[src/rtl/module_keypad_scanner.sv]
// Matrix keypad scanner: one-hot column drive, active-low row sense,
// press/release debounce, ghost rejection, auto-repeat and a key FIFO.
//
// Ports:
//   clk, n_reset           clock, asynchronous active-low reset
//   filas_raw [NUM_ROWS]   raw row pins, low = key closed
//   columnas  [NUM_COLS]   one-hot column drive
//   key_code  [CW]         FIFO head, col_idx*NUM_ROWS + row_idx
//   key_valid              FIFO non-empty
//   key_ready              pop head when key_valid && key_ready
//   key_held               a debounced key is pressed
//   overflow               sticky, a push was dropped on a full FIFO
//   clr_ovf                synchronous clear of overflow
module module_keypad_scanner #(
    parameter int NUM_COLS     = 4,
    parameter int NUM_ROWS     = 4,
    parameter int SCAN_DIV     = 65536,
    parameter int DEBOUNCE     = 1023,
    parameter int REPEAT_DELAY = 0,
    parameter int REPEAT_RATE  = 8192,
    parameter int FIFO_DEPTH   = 4,
    localparam int CW = $clog2(NUM_COLS * NUM_ROWS)
) (
    input  logic                clk,
    input  logic                n_reset,
    input  logic [NUM_ROWS-1:0] filas_raw,
    output logic [NUM_COLS-1:0] columnas,
    output logic [CW-1:0]       key_code,
    output logic                key_valid,
    input  logic                key_ready,
    output logic                key_held,
    output logic                overflow,
    input  logic                clr_ovf
);

    localparam int CCW  = $clog2(NUM_COLS);
    localparam int RCW  = $clog2(NUM_ROWS);
    localparam int DW   = $clog2(SCAN_DIV);
    localparam int BW   = $clog2(DEBOUNCE + 1);
    localparam int PW   = $clog2(REPEAT_DELAY + REPEAT_RATE + 1);
    localparam int AW   = $clog2(FIFO_DEPTH);
    localparam int CNTW = AW + 1;

    typedef enum logic [1:0] {
        SCAN,
        CONFIRM,
        HELD,
        RELEASE
    } state_t;

    state_t            state, state_n;
    logic [NUM_ROWS-1:0] sync1, rows_s;
    logic [NUM_ROWS-1:0] pat, pat_n;
    logic [CCW-1:0]    col_idx, col_n, col_inc;
    logic [RCW-1:0]    row_idx, row_n, enc;
    logic [DW-1:0]     dwell, dwell_n;
    logic [BW-1:0]     deb, deb_n, deb_inc;
    logic [PW-1:0]     rep, rep_n, rep_inc;
    logic              held_n;
    logic              push;
    logic              single_low;
    logic [CW-1:0]     code;

    logic [CW-1:0]     mem [FIFO_DEPTH];
    logic [AW-1:0]     wr_ptr, rd_ptr;
    logic [CNTW-1:0]   count;
    logic              full, pop, wr_en;

    assign single_low = $onehot(~rows_s);
    assign columnas   = {{(NUM_COLS-1){1'b0}}, 1'b1} << col_idx;
    assign col_inc    = (col_idx == CCW'(NUM_COLS - 1)) ? '0
                                                        : col_idx + 1'b1;
    assign deb_inc    = deb + 1'b1;
    assign rep_inc    = rep + 1'b1;
    assign code       = CW'(int'(col_idx) * NUM_ROWS + int'(row_idx));

    always_comb begin
        enc = '0;
        for (int i = NUM_ROWS - 1; i >= 0; i--) begin
            if (!rows_s[i]) enc = RCW'(i);
        end
    end

    always_ff @(posedge clk or negedge n_reset) begin
        if (!n_reset) begin
            sync1 <= '1;
            rows_s <= '1;
        end else begin
            sync1 <= filas_raw;
            rows_s <= sync1;
        end
    end

    always_ff @(posedge clk or negedge n_reset) begin
        if (!n_reset) begin
            state    <= SCAN;
            col_idx  <= '0;
            row_idx  <= '0;
            pat      <= '1;
            dwell    <= '0;
            deb      <= '0;
            rep      <= '0;
            key_held <= 1'b0;
        end else begin
            state    <= state_n;
            col_idx  <= col_n;
            row_idx  <= row_n;
            pat      <= pat_n;
            dwell    <= dwell_n;
            deb      <= deb_n;
            rep      <= rep_n;
            key_held <= held_n;
        end
    end

    always_comb begin
        state_n = state;
        col_n   = col_idx;
        row_n   = row_idx;
        pat_n   = pat;
        dwell_n = dwell;
        deb_n   = deb;
        rep_n   = rep;
        held_n  = key_held;
        push    = 1'b0;
        unique case (state)
            SCAN: begin
                if (dwell == DW'(SCAN_DIV - 1)) begin
                    dwell_n = '0;
                    if (single_low) begin
                        row_n   = enc;
                        pat_n   = rows_s;
                        deb_n   = '0;
                        state_n = CONFIRM;
                    end else begin
                        col_n = col_inc;
                    end
                end else begin
                    dwell_n = dwell + 1'b1;
                end
            end
            CONFIRM: begin
                if (rows_s == pat) begin
                    if (deb_inc == BW'(DEBOUNCE)) begin
                        push    = 1'b1;
                        held_n  = 1'b1;
                        rep_n   = '0;
                        deb_n   = '0;
                        state_n = HELD;
                    end else begin
                        deb_n = deb_inc;
                    end
                end else begin
                    deb_n   = '0;
                    col_n   = col_inc;
                    state_n = SCAN;
                end
            end
            HELD: begin
                if (rows_s[row_idx]) begin
                    deb_n   = '0;
                    state_n = RELEASE;
                end else if (REPEAT_DELAY > 0) begin
                    // After the first repeat rep parks at REPEAT_DELAY
                    // and re-arms every REPEAT_RATE cycles from there.
                    rep_n = rep_inc;
                    if (rep_inc == PW'(REPEAT_DELAY)) begin
                        push = 1'b1;
                    end else if (rep_inc ==
                                 PW'(REPEAT_DELAY + REPEAT_RATE)) begin
                        push  = 1'b1;
                        rep_n = PW'(REPEAT_DELAY);
                    end
                end
            end
            RELEASE: begin
                if (rows_s[row_idx]) begin
                    if (deb_inc == BW'(DEBOUNCE)) begin
                        held_n  = 1'b0;
                        deb_n   = '0;
                        col_n   = col_inc;
                        state_n = SCAN;
                    end else begin
                        deb_n = deb_inc;
                    end
                end else begin
                    // Bounce back to HELD keeps rep running.
                    state_n = HELD;
                end
            end
            default: state_n = SCAN;
        endcase
    end

    assign key_valid = (count != '0);
    assign full      = (count == CNTW'(FIFO_DEPTH));
    assign pop       = key_valid && key_ready;
    assign wr_en     = push && (!full || pop);
    assign key_code  = key_valid ? mem[rd_ptr] : '0;

    always_ff @(posedge clk or negedge n_reset) begin
        if (!n_reset) begin
            for (int i = 0; i < FIFO_DEPTH; i++) mem[i] <= '0;
            wr_ptr   <= '0;
            rd_ptr   <= '0;
            count    <= '0;
            overflow <= 1'b0;
        end else begin
            if (wr_en) begin
                mem[wr_ptr] <= code;
                wr_ptr      <= wr_ptr + 1'b1;
            end
            if (pop) rd_ptr <= rd_ptr + 1'b1;
            if (wr_en && !pop) begin
                count <= count + 1'b1;
            end else if (!wr_en && pop) begin
                count <= count - 1'b1;
            end
            if (clr_ovf) begin
                overflow <= 1'b0;
            end else if (push && full && !pop) begin
                overflow <= 1'b1;
            end
        end
    end

endmodule

[config.mk]
export PLATFORM = sky130hd
export DESIGN_NAME = module_keypad_scanner
export DESIGN_NICKNAME = d
export VERILOG_FILES = /design/src/rtl/module_keypad_scanner.sv
export SDC_FILE = /design/constraint.sdc
export NUM_CORES = 1
export LEC_CHECK = 0
export CORE_MARGIN = 3
export CORE_UTILIZATION = 54
export CTS_CLUSTER_SIZE = 25
export DETAILED_ROUTE_END_ITERATION = 10
export PLACE_DENSITY = 0.86
export SYNTH_ARGS = -nofsm -noshare
export SYNTH_HDL_FRONTEND = slang
export SYNTH_SLANG_ARGS = --single-unit
[constraint.sdc]
create_clock -name clk -period 2.7 [get_ports clk]
set_input_delay 0.675 -clock clk [delete_from_list [all_inputs] [get_ports clk]]
set_output_delay 0.675 -clock clk [all_outputs]
set_load 0.005 [all_outputs]
Word level (Yosys, flattened, before mapping)
Cells that the tools add are included.
{"block": "op_classes", "n_addsub": 11, "n_lt_le_gt_ge": 4, "eq_ne": 20, "shifts": 1, "n_mux": 48, "bitwise_logic": 3, "reduce_logical": 22}
{"cell": "two-way mux 10 bit", "count": 6}
{"cell": "case mux 10 bit (4 select lines)", "count": 1}
{"cell": "two-way mux 2 bit", "count": 17}
{"cell": "!= test 2 bit (second input constant)", "count": 9}
{"cell": "adder 16 x 1 -> 16 bit (second input constant)", "count": 1}
{"cell": "bitwise mux 16 bit", "count": 1}
{"cell": "== test 16 bit (second input constant)", "count": 1}
{"cell": "two-way mux 16 bit", "count": 1}
{"cell": "two-way mux 4 bit", "count": 4}
{"cell": "adder 10 x 1 -> 10 bit (second input constant)", "count": 1}
{"cell": "== test 10 bit (second input constant)", "count": 1}
{"cell": "two-way mux 1 bit", "count": 10}
{"cell": "AND reduction 5 bit", "count": 2}
{"cell": "binary-select mux 4 bit (select 2 bit)", "count": 1}
{"cell": "demux 4 bit (select 2 bit)", "count": 1}
{"cell": "case mux 2 bit (4 select lines)", "count": 1}
{"cell": "logical AND 1 bit", "count": 7}
{"cell": "adder 2 x 1 -> 2 bit (second input constant)", "count": 3}
{"cell": "== test 2 bit (second input constant)", "count": 3}
{"cell": ">= comparator 3 bit (second input constant)", "count": 2}
{"cell": "two-way mux 3 bit", "count": 2}
{"cell": "!= test 3 bit (second input constant)", "count": 2}
{"cell": "NOT 2 -> 3 bit", "count": 2}
{"cell": "case mux 2 bit (3 select lines)", "count": 1}
{"cell": "23 further kinds", "count": 29}
{"block": "totals", "regBits": 69, "in_bits": 8, "out_inout_bits": 11, "wordCells": 126}

Logic depth before layout (Yosys ltp)
{"block": "depth", "depth_word": 10, "ltp_mapped": 13, "depth_no_buf": 13}

Least setup slack after synthesis
OpenSTA, ideal clock, no wires.
{"block": "synth_path", "kind": "reg2reg", "from": "reg rows_s[1]", "to": "reg col_idx[0]", "arrival_ps": 2408, "required_time_ps": 2575, "slack_ps": 168, "path_stages_with_launch": 10, "period_less_slack_ps": 2532, "path_cell_list": "dfstp_2 fa_1 inv_1 ha_1 ha_1 nor3b_1 nor2_1 a22oi_1 o22a_1 mux2_2"}
{"block": "synth_between", "elab_chain_len": 6, "word_cells_on_any_way": 11, "cone_classes": "2 x add/sub; 5 x eq/ne; 2 x mux; 1 x bitwise; 1 x reduce/logical"}
{"element": "start: declaration", "line": "52", "source": "logic [NUM_ROWS-1:0] sync1, rows_s;"}
{"element": "start signal: assignment", "line": "90", "source": "rows_s <= sync1;"}
{"element": "NOT 4 bit", "line": "69", "source": "assign single_low = $onehot(~rows_s);"}
{"element": "adder 1 x 1 -> 2 bit (not written as such)", "line": "69"}
{"element": "adder 2 x 2 -> 3 bit (not written as such)", "line": "69"}
{"element": "== test 3 x 1 -> 1 bit", "line": "69"}
{"element": "!= test 2 bit (no source line)"}
{"element": "AND reduction 6 bit (no source line) *"}
{"element": "end signal: assignment", "line": "106", "source": "col_idx <= col_n;"}
{"element": "end: declaration", "line": "54", "source": "logic [CCW-1:0] col_idx, col_n, col_inc;"}
Every way passes the cells marked *; elsewhere a longest branch is shown, timed or not. The select of a mux whose other input is x is not followed.
A chain may end at the register's enable or synchronous reset.

Worst setup path in the final report
{"block": "layout_path", "from": "reg rd_ptr[0]", "to": "out key_code[0]"}
{"block": "layout_between", "elab_chain_len": 5}
{"element": "start: declaration", "line": "65", "source": "logic [AW-1:0] wr_ptr, rd_ptr;"}
{"element": "start signal: assignment", "line": "213", "source": "if (pop) rd_ptr <= rd_ptr + 1'b1;"}
{"element": "NOT 2 -> 3 bit (not written as such)", "line": "199", "source": "assign key_code = key_valid ? mem[rd_ptr] : '0;"}
{"element": "binary-select mux 4 bit (select 2 bit)", "line": "199"}
{"element": "two-way mux 4 bit (not written as such) (2 in series)", "line": "199"}
{"element": "two-way mux 4 bit", "line": "199"}
{"element": "end: declaration", "line": "28", "source": "output logic [CW-1:0] key_code,"}
Every way passes these cells. The select of a mux whose other input is x is not followed.

==> summary.txt <==
Outcome
  – Outcome: finished, final reports clean

Critical path
  – Crit path max-delay family: multiplexers
  – Worst-path maximum fanout: 6
  – Critical Path Sink Type: output port
  – Crit path largest cell delay: 0.52 ns
  – Worst path arrival time: 1.94 ns
  – Cell depth of the worst flop-to-flop path: 12
  – RR Startpoint: deb[0]
  – CP bufs+invs: 1
  – Crit path to: key_code[0]
  – Critical Path Stages: 3
  – Critical path, cell by cell: mux4_2 -> and2_1 -> clkdlybuf4s50_1
  – Worst R2R End: count[2]
  – Crit-path slowest cell: mux4_2
  – CP Launch Point: rd_ptr[0]
  – Worst EP required: a little over 2 ns
  – Critical path class: flop to output port
  – CP Launch Type: flop
  – Reg2Reg Setup Slack: 0.11 ns

Clock network
  – Sink Count: between 60 and 70
  – TritonCTS Buffers: 9
  – Longest Clk Path Bufs: 2
  – Clock transition at path regs: about 0.08 ns
  – Cts hold-fix bufs: 0
  – Worst-skew pair later-pin latency: 0.34 ns
  – CTS tree: yes
  – H-Tree Depth: 3
  – Clk root buf: clkbuf_8

Layout
  – Commonest non-fill, non-tap cell in the layout: dfrtp_1
  – Area Overhead vs Synth: 17.6%
  – Fraction of layout cells with a size suffix above 1: 0.267
  – Final core utilization: 0.666
  – Most frequent cells in the layout: dfrtp_1, nand2_1, mux2_2
  – Finished Cell Area: 0.00401 mm^2
  – Fill cells: 440
  – # diodes: 0
  – Net count, final: 360

Floorplan
  – DIE WIDTH: 85.5 um
  – Starting density of the core: 0.566
  – Chip height: 85.5 um
  – Rows: 28
  – Total die area: 0.00731 mm^2
  – CORE AREA: 0.00603 mm^2
  – I/O Pins: 19

Placement
  – Hpwl dp: 4.30 mm
  – Port Buf Inserts: 18
  – RD Place Congestion: 0.800
  – DP Area: 0.00373 mm^2

Routing
  – DR pass1 iterations: 4
  – Drt via density: 5.62
  – DRC viols: 0
  – Vias: 2,337
  – Routed length per instance: 15.7 um
  – Initial DRC Count: a little over 90
  – WL final: about 6.5 mm
  – ANT nets after route: 0

Synthesis
  – Synth top area share: 0.418
  – Share of flip-flops with an asynchronous set or reset: 1.00
  – Syn_area_per_cell: 11.5 um^2
  – Post-synthesis instance total: 297
  – Leading area contributor after synthesis: dfrtp_1
  – EDFF count, synth: 0
  – Syn nets: 321
  – Post-synth top flop: dfrtp_1
  – Leading post-synthesis cells by cell area: dfrtp_1, dfstp_2, mux2_2
  – Register bit total from synthesis: 69
  – Yosys warning total: 0
  – Register area share after synthesis: 0.510
  – Synth cell types: 47
  – Post-Syn Area: 0.00341 mm^2

STA
  – Setup violations, final: 0
  – Final hold vios: 0
  – Slew margin rel.: 0.723
  – Worst slew pin tran: 0.409 ns
  – Final period utilization: 0.969
  – Slew Viols, Final: 0
  – Worst Skew: 0.0127 ns
  – Achievable Freq: 382 MHz
  – Clock period minus worst slack: 2.62 ns

Power
  – Leak Pwr: roughly 0.0018 uW
  – Total power: 2200 uW
  – PD cells: 548 mW/mm^2
  – VDD IR max: 416 uV

Global routing
  – Largest net degree at the start of global routing: 70
  – Vias in the first global route: 2,343
  – Global-route wire length before repair: 10.9 mm
  – Total track usage: 0.191
  – Antenna violations before repair: 0
  – Congestion Overflow GR: 0

Run
  – Max-Cap Viols: 0

Hold path
  – Hold crit path type: input pin to async pin
stage by stage:
| stage | TNS, ns | hold WS, ns | setup WS [ns] | instances |
|---|---|---|---|---|
| 6_report | 0 | 0.328 | 0.0834 | 416 |
| 5_1_grt | -0.0811 | 0.352 | -0.0225 | 416 |
| 4_1_cts | 0 | 0.347 | 0.0000420 | 409 |
| 3_5_place_dp | -0.0153 | 0.347 | -0.0153 | 393 |
| 3_3_place_gp | 0 | 0.345 | 0.100 | 393 |
| 2_1_floorplan | 0 | 0.345 | 0.168 | 297 |
state kept, by name, summed over array words and instances (netlist names):
name / count
dwell: 16
key_held: 1
rd_ptr: 2
deb: 10
col_idx: 2
row_idx: 2
overflow: 1
mem: 16
wr_ptr: 2
pat: 4
sync1: 4
state: 2
count: 3
rows_s: 4
per-layer routing:
metal	GRT usage	part of all wire	routed length (um)
met3	0.0567	0.035	227
met4	0.0964	0.0093	61
met2	0.302	0.52	3400
met1	0.238	0.44	2860
met5	0	0	0
layout make-up:
class / count / area (um^2) / share of cell area
Sequential cell: 69 / 1750 / 0.435
Clock buffer: 12 / 145 / 0.0362
Multi-Input combinational cell: 211 / 1640 / 0.410
Tap cell: 75 / 93.8 / 0.0234
Clock inverter: 4 / 47.5 / 0.0118
Inverter: 14 / 52.6 / 0.0131
Timing Repair Buffer: 31 / 285 / 0.0711
timing repair:
item                                    in CTS  in global routing
endpoints found under the setup margin       6                 13
pin swaps                                    1                  5
gates resized for setup                      2                  8
setup buffers                                0                  6
gates cloned                                 0                  1
cells by family after synthesis:
kind of cell    synth area share
simple gates               0.153
flops                      0.510
compound gates            0.0894
mux                        0.106
xor+xnor                  0.0587
buf+inv                   0.0202
fa+ha+maj                 0.0631
power breakdown:
part           internal (uW)  leakage [uW]  total [uW]  switching [uW]
Sequential              1090      0.000892        1160            73.1
Clock                    449     0.0000964         816             367
Combinational            131      0.000785         221            90.2
Total                   1670       0.00177        2200             530
worst min-delay path by stage:
| stage | endpoint | slack [ns] |
|---|---|---|
| after floorplan | rows_s[0] | 0.35 |
| after global placement | rows_s[3] | 0.35 |
| after detailed placement | rows_s[2] | 0.35 |
| after CTS | mem[14] | 0.35 |
| after global routing | mem[15] | 0.35 |
| final | mem[14] | 0.33 |
synthesized netlist by cell type (all sizes together) (3+ instances only):
cell / n
a21o: 3
a21oi: 9
a31oi: 5
and2: 4
and3: 6
clkbuf: 3
dfrtp: 57
dfstp: 12
ha: 14
inv: 14
mux2: 22
mux4: 5
nand2: 33
nand2b: 4
nand3: 12
nand4: 9
nor2: 13
nor3: 3
nor3b: 4
o21ai: 18
or3: 4
xnor2: 14
xor2: 8
Power figures use the tool's default switching activity.
